==> src/rtl/clk_gate_ctrl.sv <==
// Divided-clock generator with per-channel sleep/wake gating.
// Each channel drains for a programmable number of div_clk periods before its gate closes.
module clk_gate_ctrl #(
  parameter int unsigned NUM_CH        = 2,
  parameter int unsigned DIV_WIDTH     = 4,
  parameter int unsigned SYNC_STAGES   = 2,
  parameter int unsigned DRAIN_PERIODS = 1
) (
  input  logic                 CLK,
  input  logic                 RESETn,
  input  logic [DIV_WIDTH-1:0] div_sel,
  input  logic [NUM_CH-1:0]    sleep_req,
  input  logic [NUM_CH-1:0]    wake,
  output logic                 div_clk,
  output logic [NUM_CH-1:0]    gclk,
  output logic [NUM_CH-1:0]    ch_on,
  output logic [NUM_CH-1:0]    sleep_ack
);

  typedef enum logic [1:0] {StRun, StPend, StSleep, StWake} ch_state_e;

  localparam logic [3:0] DrainInit = 4'(DRAIN_PERIODS);

  // Divider
  logic [DIV_WIDTH-1:0] count_q, count_d;
  logic [DIV_WIDTH-1:0] div_lat_q, div_lat_d;
  logic                 div_clk_q, div_clk_d;
  logic                 period_end;
  logic                 fall_tick;

  always_comb begin
    period_end = (count_q == div_lat_q);
    fall_tick  = period_end & div_clk_q;
    count_d    = period_end ? '0 : count_q + 1'b1;
    div_clk_d  = div_clk_q ^ period_end;
    // Only reload the half-period at a falling edge so no phase gets truncated.
    div_lat_d  = fall_tick ? div_sel : div_lat_q;
  end

  always_ff @(posedge CLK or negedge RESETn) begin
    if (!RESETn) begin
      count_q   <= '0;
      div_lat_q <= '0;
      div_clk_q <= 1'b0;
    end else begin
      count_q   <= count_d;
      div_lat_q <= div_lat_d;
      div_clk_q <= div_clk_d;
    end
  end

  assign div_clk = div_clk_q;

  // Wake synchroniser and pending latch
  logic [SYNC_STAGES-1:0][NUM_CH-1:0] sync_q;
  logic [NUM_CH-1:0]                  wake_s;
  logic [NUM_CH-1:0]                  wake_pend_q, wake_pend_d;
  logic [NUM_CH-1:0]                  wake_eff;

  always_comb begin
    wake_s      = sync_q[SYNC_STAGES-1];
    wake_eff    = wake_s | wake_pend_q;
    // Holds a short wake pulse until the next falling edge consumes it.
    wake_pend_d = fall_tick ? '0 : (wake_pend_q | wake_s);
  end

  always_ff @(posedge CLK or negedge RESETn) begin
    if (!RESETn) begin
      sync_q      <= '0;
      wake_pend_q <= '0;
    end else begin
      sync_q      <= {sync_q[SYNC_STAGES-2:0], wake};
      wake_pend_q <= wake_pend_d;
    end
  end

  // Per-channel control
  for (genvar i = 0; i < NUM_CH; i++) begin : g_ch
    ch_state_e  state_q, state_d;
    logic [3:0] drain_q, drain_d;
    logic       ch_on_q, ch_on_d;
    logic       ack_q;

    always_comb begin
      state_d = state_q;
      drain_d = drain_q;
      if (fall_tick) begin
        case (state_q)
          StRun: begin
            if (sleep_req[i] && !wake_eff[i]) begin
              state_d = StPend;
              drain_d = DrainInit;
            end
          end
          StPend: begin
            if (wake_eff[i] || !sleep_req[i]) begin
              state_d = StRun;
            end else begin
              drain_d = drain_q - 1'b1;
              if (drain_q == 4'd1) state_d = StSleep;
            end
          end
          StSleep: begin
            if (wake_eff[i] || !sleep_req[i]) state_d = StWake;
          end
          StWake:  state_d = StRun;
          default: state_d = StRun;
        endcase
      end
      // Enable only moves at the start of a low phase, keeping the gated clock glitch-free.
      ch_on_d = fall_tick ? (state_d != StSleep) : ch_on_q;
    end

    always_ff @(posedge CLK or negedge RESETn) begin
      if (!RESETn) begin
        state_q <= StRun;
        drain_q <= '0;
        ch_on_q <= 1'b0;
        ack_q   <= 1'b0;
      end else begin
        state_q <= state_d;
        drain_q <= drain_d;
        ch_on_q <= ch_on_d;
        ack_q   <= (state_d == StSleep);
      end
    end

    assign ch_on[i]     = ch_on_q;
    assign sleep_ack[i] = ack_q;

    ClockGate u_clock_gate (
      .CLK  (div_clk_q),
      .en   (ch_on_q),
      .GCLK (gclk[i])
    );
  end

endmodule

// Latch-based integrated clock gate: enable is captured while CLK is low.
module ClockGate (
  input  logic CLK,
  input  logic en,
  output logic GCLK
);

  logic en_lat;

  always_latch begin
    if (!CLK) en_lat = en;
  end

  assign GCLK = CLK & en_lat;

endmodule
==> config.mk <==
export PLATFORM = sky130hd
export DESIGN_NAME = clk_gate_ctrl
export DESIGN_NICKNAME = d
export VERILOG_FILES = /design/src/rtl/clk_gate_ctrl.sv
export SDC_FILE = /design/constraint.sdc
export NUM_CORES = 1
export LEC_CHECK = 0
export CORE_MARGIN = 5
export CORE_UTILIZATION = 55
export DETAILED_ROUTE_END_ITERATION = 12
export PLACE_DENSITY = 0.79
export SLEW_MARGIN = 20
export SYNTH_ARGS = -nofsm -noshare
export SYNTH_HDL_FRONTEND = slang
export SYNTH_SLANG_ARGS = --single-unit
==> constraint.sdc <==
create_clock -name CLK -period 2.6 [get_ports CLK]
set_input_delay 0.39 -clock CLK [delete_from_list [all_inputs] [get_ports CLK]]
set_output_delay 0.39 -clock CLK [all_outputs]
set_load 0.02 [all_outputs]
# After elaboration in Yosys (flattened, before gate mapping)

Index checks and enable logic that the tools add are counted.

Bits in latches: 2
Word-level logic and storage cells: 77
Memories kept: 0
Memory bits (writable): 0
Flip-flop bits (word level): 31
Memory bits (read-only): 0

Equal/unequal tests: 17
Add/sub/neg operators: 3
Bitwise operators: 5
Reductions and logical operators: 14
$lt $le $gt $ge: 0
Div/mod/pow operators: 0
Shift-type cells: 0
Mux-type cells: 22
Multiply operators: 0

Operator list:

| kind                                                                   | count |
|---|---|
| 2-bit 2-to-1 mux                                                       | 11 |
| 4-bit 2-to-1 mux                                                       | 5 |
| 2-bit one-hot mux with 4 select lines                                  | 2 |
| 4-bit one-hot mux with 2 select lines                                  | 2 |
| 2-bit equality test (second input constant)                            | 6 |
| 2-bit != test (second input constant)                                  | 6 |
| 4-bit by 1-bit equality test with 1-bit output (second input constant) | 2 |
| 4-bit AND reduction                                                    | 2 |
| 4-bit by 1-bit subtractor with 4-bit output (second input constant)    | 2 |
| 4-bit by 1-bit adder with 4-bit output (second input constant)         | 1 |
| 2-bit by 1-bit equality test with 1-bit output (second input constant) | 2 |
| 4-bit equality test                                                    | 1 |
| 1-bit zero test                                                        | 4 |
| 2-bit zero test                                                        | 2 |
| 2-bit nonzero test                                                     | 2 |
| 1-bit AND                                                              | 3 |
| 1-bit logical AND                                                      | 2 |
| 1-bit logical OR                                                       | 2 |
| 1-bit 2-to-1 mux                                                       | 2 |
| 2-bit OR                                                               | 1 |
| 1-bit bitwise XOR                                                      | 1 |

# Logic depth before layout (Yosys ltp)

Depth in word-level cells: 7
Gate-level depth with buffers: 7
Gate-level depth less buffers: 6

# Hierarchy

Synthesis repeated with hierarchy kept, for this count alone.

Cells, all modules: 144
Area, all modules: 1582.8 um^2

Modules (own cells, without submodules):

| module        | area an instance (um^2) | instances | cells each | sequential area each (um^2) |
|---|---|---|---|---|
| clk_gate_ctrl | 1540.2                  | 1         | 140        | 775.7 |
| ClockGate     | 21.3                    | 2         | 2          | 0.0 |

==> results.py <==
metrics = {
    "die": {
        "core.rowCount": 19,
        "core_area_um2": 2780,
        "fp.dieH_um": 64.2,
        "die_w_um": 64.2,
        "initial_core_util": 0.580,
        "dieArea_um2": 4120,
        "boundaryPins": 17,
    },
    "cts": {
        "clockRootBuffer": "clkbuf_4",
        "clk_pin_slew_ns": 0.09,
        "cts_tree": "yes",
        "cts_setup_buffers": 0,
        "cts_resized": 0,
        "clk_latency_ns": 0.33,
        "cts_buffers": 5,
        "htreeDepth": 2,
        "clockBufferDepth": 2,
        "cts_hold_buf": 0,
    },
    "grt": {
        "grt_util_met2": 0.268,
        "grt_util_met3": 0.0788,
        "grt_pass1_wl_um": 5260,
        "gr-total-overflow": 0,
        "use_met1": 0.185,
        "track_usage": 0.167,
        "first_global_vias": 1191,
        "grt_antenna_before_repair": 0,
        "busiest_layer": "met2",
        "grt_max_degree": 32,
    },
    "critical_path": {
        "crit_type": "reg -> reg",
        "start_kind": "flip-flop",
        "startpoint": "count_q[0]$_DFF_PN0_",
        "rrSetupSlack_ns": 0.20,
        "endpoint_kind": "flip-flop",
        "cp_max_fo": 8,
        "timing.rr.end": "g_ch[1].drain_q[0]$_DFFE_PN0P_",
        "crit_required_ns": 2.82,
        "crit_arrival_ns": 2.62,
        "reg2reg_depth": 6,
        "rr_startpoint": "count_q[0]$_DFF_PN0_",
    },
    "timing": {
        "untimed_endpoints": 2,
        "setup_violations": 0,
        "fin_crit_ns": 2.40,
        "max-slew-margin-rel": 0.662,
        "hold_violations": 0,
        "clock.fmax_mhz": 416,
        "unclocked_pins": 2,
        "slew_violations": 0,
        "clock_skew_ns": 0.00804,
        "fin_crit_sh": 0.924,
        "worst_slew_pin_slew_ns": 0.502,
        "fin_ws_ns": 0.199,
        "rsz0062_at_grt": "false",
        "hold_ws_ns": 0.357,
        "setup_tns_ns": 0,
    },
    "synthesis": {
        "ys_ff_latch": 33,
        "synthFlopType": "dfrtp_1",
        "synth_area_um2": 1610,
        "yosys_warnings": 0,
        "postSynthCellCount": 148,
        "ys_types": 38,
        "ys_async_sr_fraction": 0.939,
        "synth_edf_count": 0,
        "avgSynthCellArea_um2": 10.9,
        "synth_fp_nets": 164,
    },
    "route": {
        "viasPerCell": 5.71,
        "drt_iter0_drc": 17,
        "wl_per_cell_um": 14.8,
        "drtPass1Iterations": 4,
        "drc": 0,
        "num_vias": 1096,
        "wirelength_um": 2850,
        "drtAntennaViolNets": 0,
    },
    "placed_design": {
        "place_ws_ns": 0.160,
        "place_area_um2": 1750,
        "hpwl_um": 2020,
        "portBuffers": 16,
        "finalWeightedCongestion": 0.807,
    },
    "layout": {
        "drive_above_1_share": 0.130,
        "final_cell_mix": "dfrtp_1 (31), clkdlybuf4s50_1 (16), nand2b_1 (10), o21ai_0 (10), nor2_1 (7)",
        "finalNetCount": 178,
        "num_antenna_cells": 0,
        "num-fill-cells": 229,
        "seqCellArea_um2": 806,
        "area_growth_pct": 11.2,
        "multiInputGateArea_um2": 707,
        "final_area_um2": 1790,
        "layout_commonest_cell": "dfrtp_1",
    },
    "job": {
        "cap_violations": 0,
    },
    "pwr": {
        "power_density_nw_per_um2": 967,
        "ir_worst_vdd_v": 0.000761,
        "p_leak_nw": 0.735,
    },
    "worst_hold_path": {
        "hold_class": "reg -> reg",
        "min-delay-start": "sync_q[1]$_DFF_PN0_",
        "hold_depth": 0,
        "hold_end": "wake_s[1]$_DFF_PN0_",
    },
    "outcome": {
        "status": "finished clean",
    },
}
-- critical path, cell delays in order, from the launching register on --
cell and delay (ns):
dfrtp_1 0.45, xor2_1 0.21, nor4_1 0.50, ha_2 0.40
nand2b_1 0.14, or2_4 0.28, mux2_4 0.30
-- synthesized netlist by cell type (3+ instances only) --
master / number / area [um2]
a21o_1: 3 / 22.5
buf_4: 6 / 45.0
clkbuf_1: 3 / 11.3
dfrtp_1: 31 / 776
ha_1: 6 / 75.1
inv_1: 5 / 18.8
mux2_2: 4 / 45.0
nand2_1: 6 / 22.5
nand2b_1: 10 / 62.6
nand3b_1: 6 / 45.0
nor2_1: 7 / 26.3
nor2b_1: 4 / 25.0
nor4_1: 4 / 25.0
o21ai_0: 10 / 50.1
xor2_1: 4 / 35.0
-- per-stage QoR --
| step | utilization | total power, mW | cells |
|---|---|---|---|
| 4_1_cts | 0.644 | 1.75 | 192 |
| 5_1_grt | 0.645 | 1.88 | 192 |
| 3_3_place_gp | 0.629 | 1.45 | 186 |
| 3_5_place_dp | 0.629 | 1.49 | 186 |
| 6_report | 0.645 | 1.73 | 192 |
| 2_1_floorplan | - | 1.32 | 148 |
-- layout make-up --
cell class,count,area share
multi-input combinational,98,0.394
inverter,5,0.0105
sequential,33,0.449
timing repair buffer,19,0.102
tap,31,0.0216
clock buffer,6,0.0230
-- power by group --
group          internal (mW)  switching (mW)  leakage [nW]
logic                  0.347           0.316         0.342
clock network         0.0959           0.151        0.0242
registers              0.652           0.173         0.369
-- registers in the layout, summed over array words and instances (netlist names) --
signal	flops
div_clk	1
g_ch.ch_on_q	2
wake_pend_q	2
div_lat_q	4
g_ch.drain_q	8
g_ch.u_clock_gate.en_lat	2
wake_s	2
g_ch.ack_q	2
count_q	4
g_ch.state_q	4
sync_q	2
-- metal layers --
metal  routed length [um]  vias to the layer above  share of wire
met3                  182                       12          0.064
met1                 1230                      518           0.43
li1                     -                      539              -
met5                    0                        -              0
met2                 1350                       27           0.47
met4                   90                        0          0.032
-- cell families after synthesis --
| group | share of synthesized area |
|---|---|
| and+or+nand+nor | 0.203 |
| DFF | 0.481 |
| AOI/OAI and AO/OA | 0.108 |
| buffers and inverters | 0.0636 |
| adders and majority gates | 0.0465 |
| xor gates and xnor gates | 0.0326 |
| muxes | 0.0465 |
| latches | 0.0186 |
-- how the worst max path moves through the flow --
stage,endpoint,slack [ns],depth (start not counted)
after floorplan,g_ch[0].ack_q$_DFF_PN0_,0.38,7
after detailed placement,g_ch[1].drain_q[0]$_DFFE_PN0P_,0.16,6
after CTS,g_ch[1].drain_q[0]$_DFFE_PN0P_,0.14,6
after global routing,g_ch[1].ack_q$_DFF_PN0_,0.03,7
final,g_ch[1].drain_q[0]$_DFFE_PN0P_,0.20,6
after global placement,g_ch[1].drain_q[0]$_DFFE_PN0P_,0.33,6
Power figures use the tool's default switching activity.
